`src/rtl/hamming_secded_codec.sv`:
```
// Bit-serial Hamming SECDED encoder/decoder: scans one codeword position per cycle.
// Optional error counters (corr_cnt/det_cnt) are enabled by defining SECDED_ERR_CNT_EN.
module hamming_secded_codec #(
  parameter int PAR_W = 4
`ifdef SECDED_ERR_CNT_EN
  , parameter int CNT_W = 16
`endif
) (
  input  logic                 Clk,
  input  logic                 Reset,
  input  logic                 in_valid,
  output logic                 in_ready,
  input  logic                 mode,
  input  logic [2**PAR_W-1:0]  in_word,
  output logic                 out_valid,
  input  logic                 out_ready,
  output logic [2**PAR_W-1:0]  out_word,
  output logic [1:0]           out_err
`ifdef SECDED_ERR_CNT_EN
  , output logic [CNT_W-1:0]   corr_cnt,
  output logic [CNT_W-1:0]     det_cnt
`endif
);

  localparam int CODE_W = 2**PAR_W;
  localparam int DATA_W = CODE_W - PAR_W - 1;

  typedef enum logic [1:0] {S_IDLE, S_SCAN, S_FIX, S_HOLD} state_t;

  state_t              state_reg, state_next;
  logic                mode_reg;
  logic [CODE_W-1:0]   code_reg;
  logic [PAR_W-1:0]    syn_reg;
  logic                ovr_reg;
  logic [PAR_W-1:0]    idx_reg;
  logic [CODE_W-1:0]   out_word_reg;
  logic [1:0]          out_err_reg;

  logic                accept;
  logic [CODE_W-1:0]   scat_word;
  logic [DATA_W-1:0]   gath_data;
  logic [CODE_W-1:0]   code_fix;
  logic [1:0]          err_fix;

  assign in_ready  = (state_reg == S_IDLE) && !Reset;
  assign out_valid = (state_reg == S_HOLD);
  assign out_word  = out_word_reg;
  assign out_err   = out_err_reg;
  assign accept    = in_valid && in_ready;

  // Data bit at non-power-of-2 position p has index p - (powers of two <= p) - 1.
  genvar gi;
  generate
    for (gi = 0; gi < CODE_W; gi++) begin : g_map
      if (gi >= 3 && (gi & (gi - 1)) != 0) begin : g_data
        localparam int DI = gi - $clog2(gi + 1) - 1;
        assign scat_word[gi] = in_word[DI];
        assign gath_data[DI] = code_fix[gi];
      end else begin : g_par
        assign scat_word[gi] = 1'b0;
      end
    end
  endgenerate

  always_comb begin
    code_fix = code_reg;
    err_fix  = 2'b00;
    if (!mode_reg) begin
      for (int k = 0; k < PAR_W; k++) begin
        code_fix[1 << k] = syn_reg[k];
      end
      code_fix[0] = ovr_reg ^ (^syn_reg);
    end else if (ovr_reg) begin
      // Odd overall parity: single error at position syn (syn==0 means bit 0 itself).
      code_fix[syn_reg] = ~code_reg[syn_reg];
      err_fix = 2'b01;
    end else if (syn_reg != '0) begin
      err_fix = 2'b10;
    end
  end

  always_ff @(posedge Clk) begin
    if (Reset) begin
      state_reg <= S_IDLE;
    end else begin
      state_reg <= state_next;
    end
  end

  always_comb begin
    state_next = state_reg;
    case (state_reg)
      S_IDLE: if (accept) state_next = S_SCAN;
      S_SCAN: if (idx_reg == PAR_W'(CODE_W - 1)) state_next = S_FIX;
      S_FIX:  state_next = S_HOLD;
      S_HOLD: if (out_ready) state_next = S_IDLE;
      default: state_next = S_IDLE;
    endcase
  end

  always_ff @(posedge Clk) begin
    if (Reset) begin
      mode_reg     <= 1'b0;
      code_reg     <= '0;
      syn_reg      <= '0;
      ovr_reg      <= 1'b0;
      idx_reg      <= '0;
      out_word_reg <= '0;
      out_err_reg  <= 2'b00;
    end else begin
      case (state_reg)
        S_IDLE: begin
          if (accept) begin
            mode_reg <= mode;
            code_reg <= mode ? in_word : scat_word;
            syn_reg  <= '0;
            ovr_reg  <= mode ? in_word[0] : 1'b0;
            idx_reg  <= PAR_W'(1);
          end
        end
        S_SCAN: begin
          if (code_reg[idx_reg]) begin
            syn_reg <= syn_reg ^ idx_reg;
            ovr_reg <= ~ovr_reg;
          end
          idx_reg <= idx_reg + PAR_W'(1);
        end
        S_FIX: begin
          out_word_reg <= mode_reg ? CODE_W'(gath_data) : code_fix;
          out_err_reg  <= err_fix;
        end
        default: ;
      endcase
    end
  end

`ifdef SECDED_ERR_CNT_EN
  logic [CNT_W-1:0] corr_cnt_reg;
  logic [CNT_W-1:0] det_cnt_reg;

  assign corr_cnt = corr_cnt_reg;
  assign det_cnt  = det_cnt_reg;

  always_ff @(posedge Clk) begin
    if (Reset) begin
      corr_cnt_reg <= '0;
      det_cnt_reg  <= '0;
    end else if (state_reg == S_FIX && mode_reg) begin
      if (err_fix == 2'b01 && corr_cnt_reg != '1) corr_cnt_reg <= corr_cnt_reg + 1'b1;
      if (err_fix == 2'b10 && det_cnt_reg != '1)  det_cnt_reg  <= det_cnt_reg + 1'b1;
    end
  end
`endif

endmodule

```
`config.mk`:
```
export PLATFORM = sky130hd
export DESIGN_NAME = hamming_secded_codec
export DESIGN_NICKNAME = d
export VERILOG_FILES = /design/src/rtl/hamming_secded_codec.sv
export SDC_FILE = /design/constraint.sdc
export NUM_CORES = 1
export LEC_CHECK = 0
export ABC_AREA = 0
export CORE_ASPECT_RATIO = 0.8
export CORE_MARGIN = 10
export CORE_UTILIZATION = 50
export DETAILED_ROUTE_END_ITERATION = 7
export GPL_TIMING_DRIVEN = 0
export PLACE_DENSITY_LB_ADDON = 0.05
export SETUP_SLACK_MARGIN = 0.5
export SLEW_MARGIN = 25
export SYNTH_ARGS = -nofsm -noshare
export SYNTH_HDL_FRONTEND = slang
export SYNTH_SLANG_ARGS = --single-unit
```
`constraint.sdc`:
```
create_clock -name Clk -period 3.11 [get_ports Clk]
set_clock_uncertainty 0.1 [all_clocks]
set_input_delay 0.622 -clock Clk [delete_from_list [all_inputs] [get_ports Clk]]
set_output_delay 0.622 -clock Clk [all_outputs]
set_load 0.05 [all_outputs]
```
Yosys cells after proc, flatten, opt, wreduce, memory -nomap -nowiden

Cells that the tools add are included.

Output and inout port bits: 20
Logic and storage cells: 65
Bits in registers: 46

Bitwise gates (word level): 4
Eq/ne operators: 8
Muxes and demuxes: 29
Magnitude comparators: 3
Reductions and logical operators: 12
Add/subtract/negate cells: 1

Operators by type and width:

| cell                | number |
|---|---|
| $mux 16             | 3 |
| $bwmux 16           | 1 |
| $pmux 4 s2          | 2 |
| $mux 2              | 6 |
| $mux 4              | 3 |
| $lt 4x5->1 const B  | 2 |
| $bmux 1 s4          | 2 |
| $pmux 2 s4          | 1 |
| $mux 1              | 7 |
| $mux 7              | 1 |
| $ne 2x2->1 const B  | 3 |
| $reduce_and 3->1    | 2 |
| $add 4x1->4 const B | 1 |
| $demux 1 s4         | 1 |
| $eq 2x2->1 const B  | 2 |
| $eq 4x4->1 const B  | 1 |
| $ge 4x1->1 const B  | 1 |
| $reduce_and 2->1    | 2 |
| $reduce_bool 4->1   | 1 |
| $reduce_xor 4->1    | 1 |
| $xor 4x4->4         | 1 |
| $logic_and 1x1->1   | 3 |
| $mux 3              | 1 |
| $eq 2x1->1 const B  | 1 |
| other kinds (7)     | 8 |

Longest topological paths before layout

Depth after elaboration: 8
Gate-level depth with buffers: 9
Depth with buffers taken out: 7

Least setup slack after synthesis

OpenSTA, ideal clock, no wires.

Kind: register to output
Start: register state_reg[0]
End: output in_ready
Arrival: 1537 ps
Path slack: 851 ps
Required time: 2388 ps
Cell stages (with the launch flop): 5
Path through: dfxtp_1 inv_1 ha_1 clkbuf_1 nor2b_1

Word-level cells in the longest chain between the ends: 2

Ends and longest elaborated chain:

| element                  | line | text |
|---|---|---|
| start: declaration       | 30   | `state_t state_reg, state_next;` |
| start signal: assignment | 86   | `state_reg <= state_next;` |
| $logic_not 2->1          | 45   | `assign in_ready = (state_reg == S_IDLE) && !Reset;` |
| $logic_and 1x1->1        | 45   |  |
| end: declaration         | 12   | `output logic in_ready,` |

Every way passes these cells.

Final worst setup path

Start: register state_reg[0]
End: register syn_reg[0]

Word-level cells in the longest chain between the ends: 5

Ends and longest elaborated chain:

| element                    | line    | text |
|---|---|---|
| $logic_not 2->1            | 45, 111 |  |
| $logic_and 1x1->1          | 45      |  |
| $logic_and 1x1->1          | 49      | `assign accept = in_valid && in_ready;` |
| $ne 2x2->1 (no line)       | n/a     |  |
| $reduce_and 3->1 (no line) | n/a     |  |
| end signal: assignment     | 123     | `syn_reg <= syn_reg ^ idx_reg;` |
| end: declaration           | 33      | `logic [PAR_W-1:0] syn_reg;` |

Parallel ways exist; a longest one is shown, timed or not.
A chain may end at the register's enable or synchronous reset.

==> results.toml <==
[status]
status = "finished clean"

[global_route]
grt_usage_pct = 17.8
grt_first_pass_wirelength_mm = 12.4
antenna_found_initial = 0
grt_max_degree = 15
globalRoute.totalOverflow = 0
grt_pass1_vias = 2373

[yosys]
synth.most_common_cell = "dfxtp_1"
synth.largest_area_cell = "dfxtp_1"
synth_top_cells_by_area = "dfxtp_1 (34%), ha_1 (6.5%), a21oi_1 (5.7%)"
yosys_warnings = 0
syn_nets = 353
avgSynthCellArea_um2 = 8.53
synthCells = 318
synth_top_cell_area_share_pct = 33.9
ys_ff_latch = 46
synthArstFlopShare_pct = 0
ys.flop_type = "dfxtp_1"
synth.distinct_cells = 42
ys_top_cells_by_count = "dfxtp_1 (46), nor2_1 (34), a21oi_1 (31)"
synth_edf_count = 0
synth.cell_area_um2 = 2710
yosysSeqAreaShare_pct = 33.9

[sta]
max_slew_margin_pct = 52.5
hold_viol_final = 0
holdWs_ns = 0.374
min_period_ns = 2.48
tns_ns = 0
min_period_over_period_pct = 79.8
finalSetupViolCount = 0
fmax_mhz = 403
tightest_slew_ns = 0.705
final.setup.worst_slack_ns = 0.627
slew_viol_final = 0
rsz0062_at_grt = "true"

[setup_path]
critical_path_class = "reg2reg"
crit_family = "simple AND/OR/NAND/NOR gates"
cp_data_required_time_ns = 3.26
crit_path_cell_trace = "inv_1 > ha_1 > clkbuf_2 > o21ai_0 > nand2_1 > or4_2 > nand2_1"
worstSetupStartpointType = "flop"
path_buf_inv = 2
slowest_stage = "or4_2"
cp_common_cell = "nand2_1"
end_kind = "flop"
crit_fanout = 10
slowest_delay_ns = 0.62
crit_arrival_ns = 2.63

[routing]
first_iter_violations = 203
postRouteAntennaNets = 0
drt-total-wl_mm = 7.84
num_vias = 2590
dr.pass1.iters = 5
viasPerCell = 6.05
wire_per_inst_um = 18.3
drc_errors = 0

[finish]
n_fill_cell = 476
multi_input_comb_area_um2 = 1620
seq_area_um2 = 921
areaGrowthSynthToFinish_pct = 21.8
fin_nets = 400
drive_gt1_share_pct = 6.83
diodes = 0

[pwr]
peakVddDrop_mv = 0.320
leakagePower_nw = 1.18
pwr_density_cell_nw_per_um2 = 629
p_total_mw = 2.08

[clocking]
clock_latency_ns = 0.30
cts_tree = "yes"
cts_inserted_buffers = 5
root_buffer = "clkbuf_8"
clock_path_buffers = 2
clk_pin_slew_worst_paths_ns = 0.09
cts_max_level = 2
numClockSinks = 46

[run]
max_cap_violations = 0

[die]
core_um2 = 5120
die_h_um = 85.9
dieWidth_um = 102
die_area_um2 = 8790
start_util_pct = 53.0
pin_count = 41
core.rowCount = 23

[hold_path]
min_path_type = "reg2reg"

[placed_design]
place_congestion = 0.921
place_ws_ns = 0.128
dp_hpwl_mm = 5.86
io_buffers = 39
[metrics by stage]
stage	std cells	area, um2	utilization [%]
finish	428	3300	64.5
global route	428	3300	64.5
CTS	427	3290	64.3
detailed placement	419	3180	62.1
global placement	419	3180	62.1
floorplan	318	2710	-
[cell type report]
| class | count | share of cell area, % |
|---|---|---|
| Buffer | 27 | 3.67 |
| Clock buffer | 6 | 2.20 |
| Clock inverter | 2 | 1.14 |
| Inverter | 14 | 1.59 |
| Multi-Input combinational cell | 231 | 49.1 |
| Sequential cell | 46 | 27.9 |
| Tap cell | 62 | 2.35 |
| Timing Repair Buffer | 40 | 12.1 |
[tightest hold or removal path, delay by kind of cell (launching register included)]
kind | cells | cell delay (ns)
AO/OA/AOI/OAI | 1 | 0.05
flip-flops | 1 | 0.32
AND/OR/NAND/NOR | 1 | 0.06
[cell usage in the layout (no fill, tap or decap), types with 2 or more instances in the layout]
master            n
dfxtp_1          46
clkdlybuf4s50_1  38
nor2_1           34
a21oi_1          31
clkbuf_1         22
nand2_1          21
o21ai_0          19
inv_1            14
mux2i_1          14
ha_1             14
a211oi_1         12
nand3_1          10
nor2b_1           8
nand2b_1          7
a311o_1           7
a31oi_1           6
nand4_1           5
clkbuf_8          5
nand3b_1          4
mux4_2            4
mux4_1            4
clkbuf_2          3
and3_1            3
o31ai_1           3
buf_6             2
a22oi_1           2
a311oi_1          2
a31o_2            2
mux2_2            2
xnor2_1           2
o211ai_1          2
[power by group]
group / internal (mW) / switching [mW]
combinational: 0.326 / 0.525
clock: 0.240 / 0.219
sequential: 0.676 / 0.0925
[cells by family after synthesis]
| family | after synthesis | synth area share [%] |
|---|---|---|
| compound gates | 93 | 22.0 |
| xor+xnor | 3 | 0.969 |
| simple gates | 97 | 17.2 |
| mux | 24 | 13.2 |
| flops | 46 | 33.9 |
| buf+inv | 41 | 6.27 |
| fa+ha+maj | 14 | 6.46 |
[routing by layer]
metal  GRT usage [%]  vias to the layer above  share of wire [%]
met5               0                        -                  0
met4            4.09                        0               0.73
met3            4.81                        7                8.8
met2            24.9                      110                 42
met1            26.0                     1232                 49
li1                -                     1241                  -
[path summary, 6_finish.rpt]
check                                  start      endpoint  slack [ns]  cells after the start
worst max-delay path            state_reg[0]    syn_reg[0]        0.63                      7
worst max register to register  state_reg[0]    syn_reg[0]        0.63                      7
worst min register to register  out_word[15]  out_word[15]        0.37                      2
worst min-delay path            out_word[15]  out_word[15]        0.37                      2
[repair_timing]
item                       CTS  global route
resized for setup            4             4
setup endpoints to repair    1             7
hold buffers                 0             0
pin swaps                    0             1
setup buffers                0             1
gates cloned                 0             0
No activity file was read; power rests on OpenSTA's default activity.
